## config.mk

```make
export PLATFORM = sky130hd
export DESIGN_NAME = vliw_packer
export DESIGN_NICKNAME = d
export VERILOG_FILES = /design/src/rtl/vliw_packer.sv
export SDC_FILE = /design/constraint.sdc
export NUM_CORES = 1
export LEC_CHECK = 0
export ABC_CLOCK_PERIOD_IN_PS = 3500
export BUFFER_PORTS_ARGS = -buffer_cell sky130_fd_sc_hd__buf_2
export CORE_MARGIN = 3
export CORE_UTILIZATION = 54
export CTS_CLUSTER_DIAMETER = 150
export CTS_CLUSTER_SIZE = 16
export DETAILED_ROUTE_END_ITERATION = 6
export PLACE_DENSITY = 0.85
export SYNTH_ARGS = -nofsm -noshare
export SYNTH_HDL_FRONTEND = slang
export SYNTH_SLANG_ARGS = --single-unit
export TNS_END_PERCENT = 50
```

## constraint.sdc

```tcl
create_clock -name clk -period 3.5 [get_ports clk]
set_input_delay 0.35 -clock clk [delete_from_list [all_inputs] [get_ports clk]]
set_output_delay 0.35 -clock clk [all_outputs]
set_load 0.01 [all_outputs]
```

## src/rtl/vliw_packer.sv

```systemverilog
`default_nettype none
// ============================================================================
//  Module   : vliw_packer
//  Purpose  : Collects per-core instructions one at a time over a valid/ready
//             handshake and assembles them into a single VLIW bundle, which is
//             then offered downstream over a second valid/ready handshake.
//             Slot 0 occupies the most-significant INST_LEN bits, matching the
//             bundle layout expected by the VLIW splitter.
//  Revision : 1.0 - initial release
// ----------------------------------------------------------------------------
//  Parameters
//    CORES      number of instruction slots per bundle (>= 1)
//    INST_LEN   width of one instruction in bits
//    NOP        pad value written into slots left unfilled by an early close
//  Ports
//    clk          in   rising-edge clock
//    reset        in   synchronous active-high reset
//    inst_in      in   instruction for the next free slot
//    inst_valid   in   inst_in is valid
//    inst_last    in   inst_in closes the bundle early
//    inst_ready   out  packer accepts an instruction this cycle
//    vliw_out     out  assembled bundle (slot i at the i-th field from the MSB)
//    vliw_valid   out  vliw_out holds a complete bundle
//    vliw_ready   in   consumer accepts the bundle
//    slots_used   out  number of real (non-pad) instructions in the bundle
// ============================================================================
module vliw_packer #(
  parameter int                     CORES    = 4,
  parameter int                     INST_LEN = 32,
  parameter logic [INST_LEN-1:0]    NOP      = '0
) (
  input  logic                        clk,
  input  logic                        reset,
  input  logic [INST_LEN-1:0]         inst_in,
  input  logic                        inst_valid,
  input  logic                        inst_last,
  output logic                        inst_ready,
  output logic [CORES*INST_LEN-1:0]   vliw_out,
  output logic                        vliw_valid,
  input  logic                        vliw_ready,
  output logic [$clog2(CORES+1)-1:0]  slots_used
);

  localparam int PTR_W  = (CORES > 1) ? $clog2(CORES) : 1;
  localparam int USED_W = $clog2(CORES+1);

  localparam logic [0:0] c_FILL = 1'b0;
  localparam logic [0:0] c_HOLD = 1'b1;

  localparam logic [PTR_W-1:0]          c_LAST_PTR = PTR_W'(CORES-1);
  localparam logic [CORES*INST_LEN-1:0] c_EMPTY    = {CORES{NOP}};

  logic [0:0]                r_state;
  logic [0:0]                w_state_nxt;
  logic [PTR_W-1:0]          r_ptr;
  logic [CORES*INST_LEN-1:0] r_vliw;
  logic [USED_W-1:0]         r_used;

  logic w_inst_ready;
  logic w_vliw_valid;
  logic w_accept;
  logic w_close;
  logic w_drain;

  // Acceptance is only possible in FILL, so HOLD and the drain cycle itself
  // ignore inst_valid entirely.
  assign w_accept = inst_valid && (r_state == c_FILL);
  assign w_close  = w_accept && (inst_last || (r_ptr == c_LAST_PTR));
  assign w_drain  = (r_state == c_HOLD) && vliw_ready;

  // --------------------------------------------------------------------------
  // State register
  // --------------------------------------------------------------------------
  always_ff @(posedge clk) begin
    if (reset) begin
      r_state <= c_FILL;
    end else begin
      r_state <= w_state_nxt;
    end
  end

  // --------------------------------------------------------------------------
  // Next-state logic
  // --------------------------------------------------------------------------
  always_comb begin
    w_state_nxt = r_state;
    case (r_state)
      c_FILL:  if (w_close) w_state_nxt = c_HOLD;
      c_HOLD:  if (vliw_ready) w_state_nxt = c_FILL;
      default: w_state_nxt = c_FILL;
    endcase
  end

  // --------------------------------------------------------------------------
  // Output decode: handshake flags come straight from the state register, so
  // both are glitch-free registered outputs.
  // --------------------------------------------------------------------------
  always_comb begin
    w_inst_ready = 1'b0;
    w_vliw_valid = 1'b0;
    case (r_state)
      c_FILL:  w_inst_ready = 1'b1;
      c_HOLD:  w_vliw_valid = 1'b1;
      default: w_inst_ready = 1'b0;
    endcase
  end

  // --------------------------------------------------------------------------
  // Slot datapath. The bundle register is pre-loaded with NOP in every slot
  // on reset and on drain, so an early close needs no separate pad step:
  // untouched slots already hold NOP.
  // --------------------------------------------------------------------------
  always_ff @(posedge clk) begin
    if (reset) begin
      r_vliw <= c_EMPTY;
      r_ptr  <= '0;
      r_used <= '0;
    end else if (w_drain) begin
      r_vliw <= c_EMPTY;
      r_ptr  <= '0;
      r_used <= '0;
    end else if (w_accept) begin
      for (int i = 0; i < CORES; i++) begin
        if (r_ptr == PTR_W'(i)) begin
          r_vliw[(CORES-i)*INST_LEN-1 -: INST_LEN] <= inst_in;
        end
      end
      if (w_close) begin
        // Pointer parks on the closing slot; it is rewound only by the drain.
        r_used <= USED_W'(r_ptr) + USED_W'(1);
      end else begin
        r_ptr <= r_ptr + PTR_W'(1);
      end
    end
  end

  assign inst_ready = w_inst_ready;
  assign vliw_valid = w_vliw_valid;
  assign vliw_out   = r_vliw;
  assign slots_used = r_used;

endmodule
`default_nettype wire

```

**Word level (Yosys, flattened, before mapping)**

Cells that the tools add are included.

- Register bits after elaboration: 134
- Latch bits: 0
- Memory bits (writable): 0
- Bits in read-only memories: 0
- Input port bits: 37
- Output and inout bits: 133
- Logic and storage cells: 31
- Memories: 0

- Add/sub/neg operators: 2
- Multiply operators: 0
- Div/mod/pow operators: 0
- Order comparisons: 0
- Eq/ne operators: 3
- Shifts and indexed selects: 0
- Mux-type cells: 5
- Bitwise logic cells: 2
- Reductions and logical operators: 12

Operator list:

| cell | count |
|---|---|
| 2-bit AND reduction | 6 |
| 2-bit equality test, second input constant | 2 |
| 1-bit 2-to-1 mux | 4 |
| 2-bit by 1-bit adder with 3-bit output, second input constant | 1 |
| 1-bit logical AND | 3 |
| 2-bit by 1-bit adder with 2-bit output, second input constant | 1 |
| 2-bit by 1-bit equality test with 1-bit output, second input constant | 1 |
| 2-bit zero test | 1 |
| 1-bit NOT | 2 |
| 1-bit one-hot mux with 2 select lines | 1 |
| 2-bit OR reduction | 1 |
| 1-bit logical OR | 1 |

**Depth between registers and ports, before layout**

- Depth after elaboration: 5
- Depth in mapped cells: 7
- Depth with buffers taken out: 5

**Least setup slack after synthesis**

Ideal clock, no wire load.

- Path kind: reg-to-reg
- From: reg r_ptr[0]
- To: reg r_vliw[21] (netlist: vliw_out[21])
- Library setup time: 0.066 ns
- Data arrival time: 1.260 ns
- Required time: 3.434 ns
- Path slack: 2.174 ns
- Cell stages (with the launch flop): 7
- Path buffers: 2
- Cell sequence: dfxtp_1 > ha_1 > and3b_1 > buf_4 > buf_2 > nand2_1 > a21oi_2

- Longest elaborated chain between the ends: 2

RTL lines:

| element | RTL line | RTL |
|---|---|---|
| start: declaration | 55 | `logic [PTR_W-1:0] r_ptr;` |
| start signal: assignment | 132 | `r_ptr <= r_ptr + PTR_W'(1);` |
| 2-bit equality test | 124 | `if (r_ptr == PTR_W'(i)) begin` |
| 2-bit AND reduction (no source line) | n/a |  |
| end signal: assignment | 115 | `r_vliw <= c_EMPTY;` |
| end signal: assignment | 119 | `r_vliw <= c_EMPTY;` |
| end signal: indexed assignment | 125 | `r_vliw[(CORES-i)*INST_LEN-1 -: INST_LEN] <= inst_in;` |
| end: declaration | 56 | `logic [CORES*INST_LEN-1:0] r_vliw;` |

No other way between the ends.
A chain may end at the register's enable or synchronous reset.

**Worst setup path in the final report**

- From: reg r_ptr[0]
- To: reg r_vliw[53] (netlist: vliw_out[53])

The elaborated chain is that of the path after synthesis.

==> impl_metrics.json <==
{
  "nets": 788,
  "boundaryPins": 170,
  "status": "complete, no violations",
  "drv_cap": 0,
  "drc": 0,
  "synth_cell_types": 23,
  "core-area_sq_um": 8976,
  "tightest_slew_ns": 1.257,
  "cp-end-kind": "flop",
  "antenna_found_initial": 0,
  "cts_resized": 0,
  "grt_max_degree": 73,
  "r2r_start": "r_ptr[0]",
  "seq_area_frac_synth": 0.5231,
  "die_h_um": 103.5,
  "cts_setup_buffers": 0,
  "powerDensity_nw_per_um2": 572.5,
  "synth_largest_area_cell": "dfxtp_1",
  "cts_root_buffer": "clkbuf_8",
  "syn_area_per_cell_sq_um": 8.576,
  "fin_setup_tns_ns": 0,
  "slew_violations": 0,
  "place_hpwl_mm": 9.458,
  "tritoncts": "done",
  "area.growth.synth_to_final_pct": 26.64,
  "max_slew_margin": 0.1593,
  "yosysTopAreaCellShare": 0.5231,
  "drive_gt1_frac": 0.3697,
  "path_class": "flop to flop",
  "grt_overflow": 0,
  "p_leak_nw": 2.698,
  "clk_latency_ns": 0.51,
  "finalSetupViolCount": 0,
  "wirelength_mm": 14.36,
  "synthCells": 598,
  "ys_top_cells_by_area": "dfxtp_1, nand2_1, a21oi_2",
  "rsz0062_at_grt": "no",
  "avgRoutedWirePerCell_um": 16.21,
  "finalCriticalPeriod_ns": 2.182,
  "syn_area_sq_um": 5129,
  "grt_pass1_vias": 4460,
  "fin_skew_ns": 0.007040,
  "r2r_setup_slack_ns": 1.32,
  "port-buffer-count": 169,
  "synth-seq-cells": 134,
  "min_to": "r_state",
  "place_area_sq_um": 5878,
  "initial_core_util": 0.5714,
  "hold_viol_final": 0,
  "yosysWarnings": 0,
  "final_cell_mix": "nand2_1, buf_2, dfxtp_1, a21oi_2, a21oi_1",
  "holdBufCountCts": 0,
  "fin_ws_ns": 1.318,
  "dr_total_vias": 4616,
  "period_share": 0.6235,
  "die-area_sq_um": 10700,
  "critPathLaunchType": "flop",
  "placementRows": 34,
  "crit_required_ns": 3.94,
  "clockBufferDepth": 2,
  "synth_nets": 639,
  "critPathMaxFanout": 32,
  "cts_buffers": 17,
  "dr.pass1.iters": 6,
  "final_common_cell": "nand2_1",
  "ant_nets": 0,
  "design_area_sq_um": 6495,
  "fp.dieW_um": 103.5,
  "r2r-end": "vliw_out[53]",
  "grt_pass1_wl_mm": 22.17,
  "place_ws_ns": 1.399,
  "viasPerCell": 5.210,
  "cts_sinks": 134,
  "reg2reg_depth": 5,
  "vdd_drop_max_uv": 333.9,
  "gp_congestion": 0.7818,
  "detail_route.iter0.violations": 236,
  "grt_use_total": 0.2716,
  "htree_levels": 4,
  "hold_path_depth": 2,
  "clk_pin_slew_ns": 0.06,
  "n_antenna_cell": 0,
  "cp.arrival_ns": 2.62,
  "fmax_mhz": 458.2,
  "min_from": "reset",
  "hp-class": "input port to flop"
}
## final cells by class
cell class                 count  area [sq um]
sequential                   134          2683
fill                         681          2481
multi-input combinational    416          2123
timing repair buffer         175         903.4
clock buffer                  17         414.1
clock inverter                15         202.7
tap                          126         157.7
inverter                       3         11.26
## cell families after synthesis
family	count (synthesis)	share of synthesized area
buffers and inverters	48	0.06441
AND/OR/NAND/NOR	274	0.2144
XOR/XNOR	1	0.001708
adder cells (fa/ha/maj)	4	0.009759
AO/OA/AOI/OAI	136	0.1847
flip-flops	134	0.5231
multiplexers	1	0.001952
## cells in the mapped netlist
cell      instances
nand2_1         256
dfxtp_1         134
a21oi_2          70
a21oi_1          61
buf_2            24
buf_6            11
buf_4            10
and3b_1           4
ha_1              4
inv_1             3
nand3b_1          3
nor2_1            3
o21ai_0           3
nand3_1           2
nor2b_1           2
a21o_1            1
mux2i_1           1
nand2b_1          1
nand3b_2          1
nor4b_4           1
o22ai_1           1
or2_2             1
xnor2_1           1
## state kept, by name, indices dropped and copies added, names as in the netlist
signal	cells
slots_used	3
r_ptr	2
r_state	1
vliw_out	128
## worst max-delay path by stage
stage / startpoint / to / depth (start not counted)
after floorplan: r_ptr[0] / vliw_out[21] / 6
after global placement: r_ptr[0] / vliw_out[33] / 5
after detailed placement: r_ptr[0] / vliw_out[53] / 5
after CTS: r_ptr[0] / vliw_out[53] / 5
after global routing: r_ptr[0] / vliw_out[53] / 5
final: r_ptr[0] / vliw_out[53] / 5
## routing by layer
layer	routed length, um	GRT usage	share of wire	vias to the layer above
met5	0	0	0	-
met4	313	0.1106	0.022	0
met3	1015	0.08115	0.071	25
met2	7410	0.4681	0.52	172
met1	5625	0.3145	0.39	2197
li1	-	-	-	2222
## where the power goes
group / total [mW] / internal, mW / switching (mW) / leakage (nW)
Clock: 1.85 / 1.16 / 0.687 / 0.287
Combinational: 0.277 / 0.0910 / 0.186 / 1.33
Sequential: 1.59 / 1.57 / 0.0247 / 1.09
## critical path, cell delays in order (launching register included)
cell and delay, ns:
dfxtp_1 0.39, inv_1 0.10, ha_1 0.22, nand3b_1 0.92, nand2_1 0.23, a21oi_2 0.23
## per-stage QoR
stage / std cells / hold WS (ns) / power [mW] / utilization
2_1_floorplan: 598 / 0.4216 / 1.803 / -
3_3_place_gp: 854 / 0.4383 / 1.890 / 0.6549
3_5_place_dp: 854 / 0.4435 / 1.900 / 0.6549
4_1_cts: 886 / 0.008681 / 3.725 / 0.7236
5_1_grt: 886 / 0.01738 / 3.828 / 0.7236
6_report: 886 / 0.02128 / 3.718 / 0.7236
Note: power is estimated with default switching activity, not from simulation.
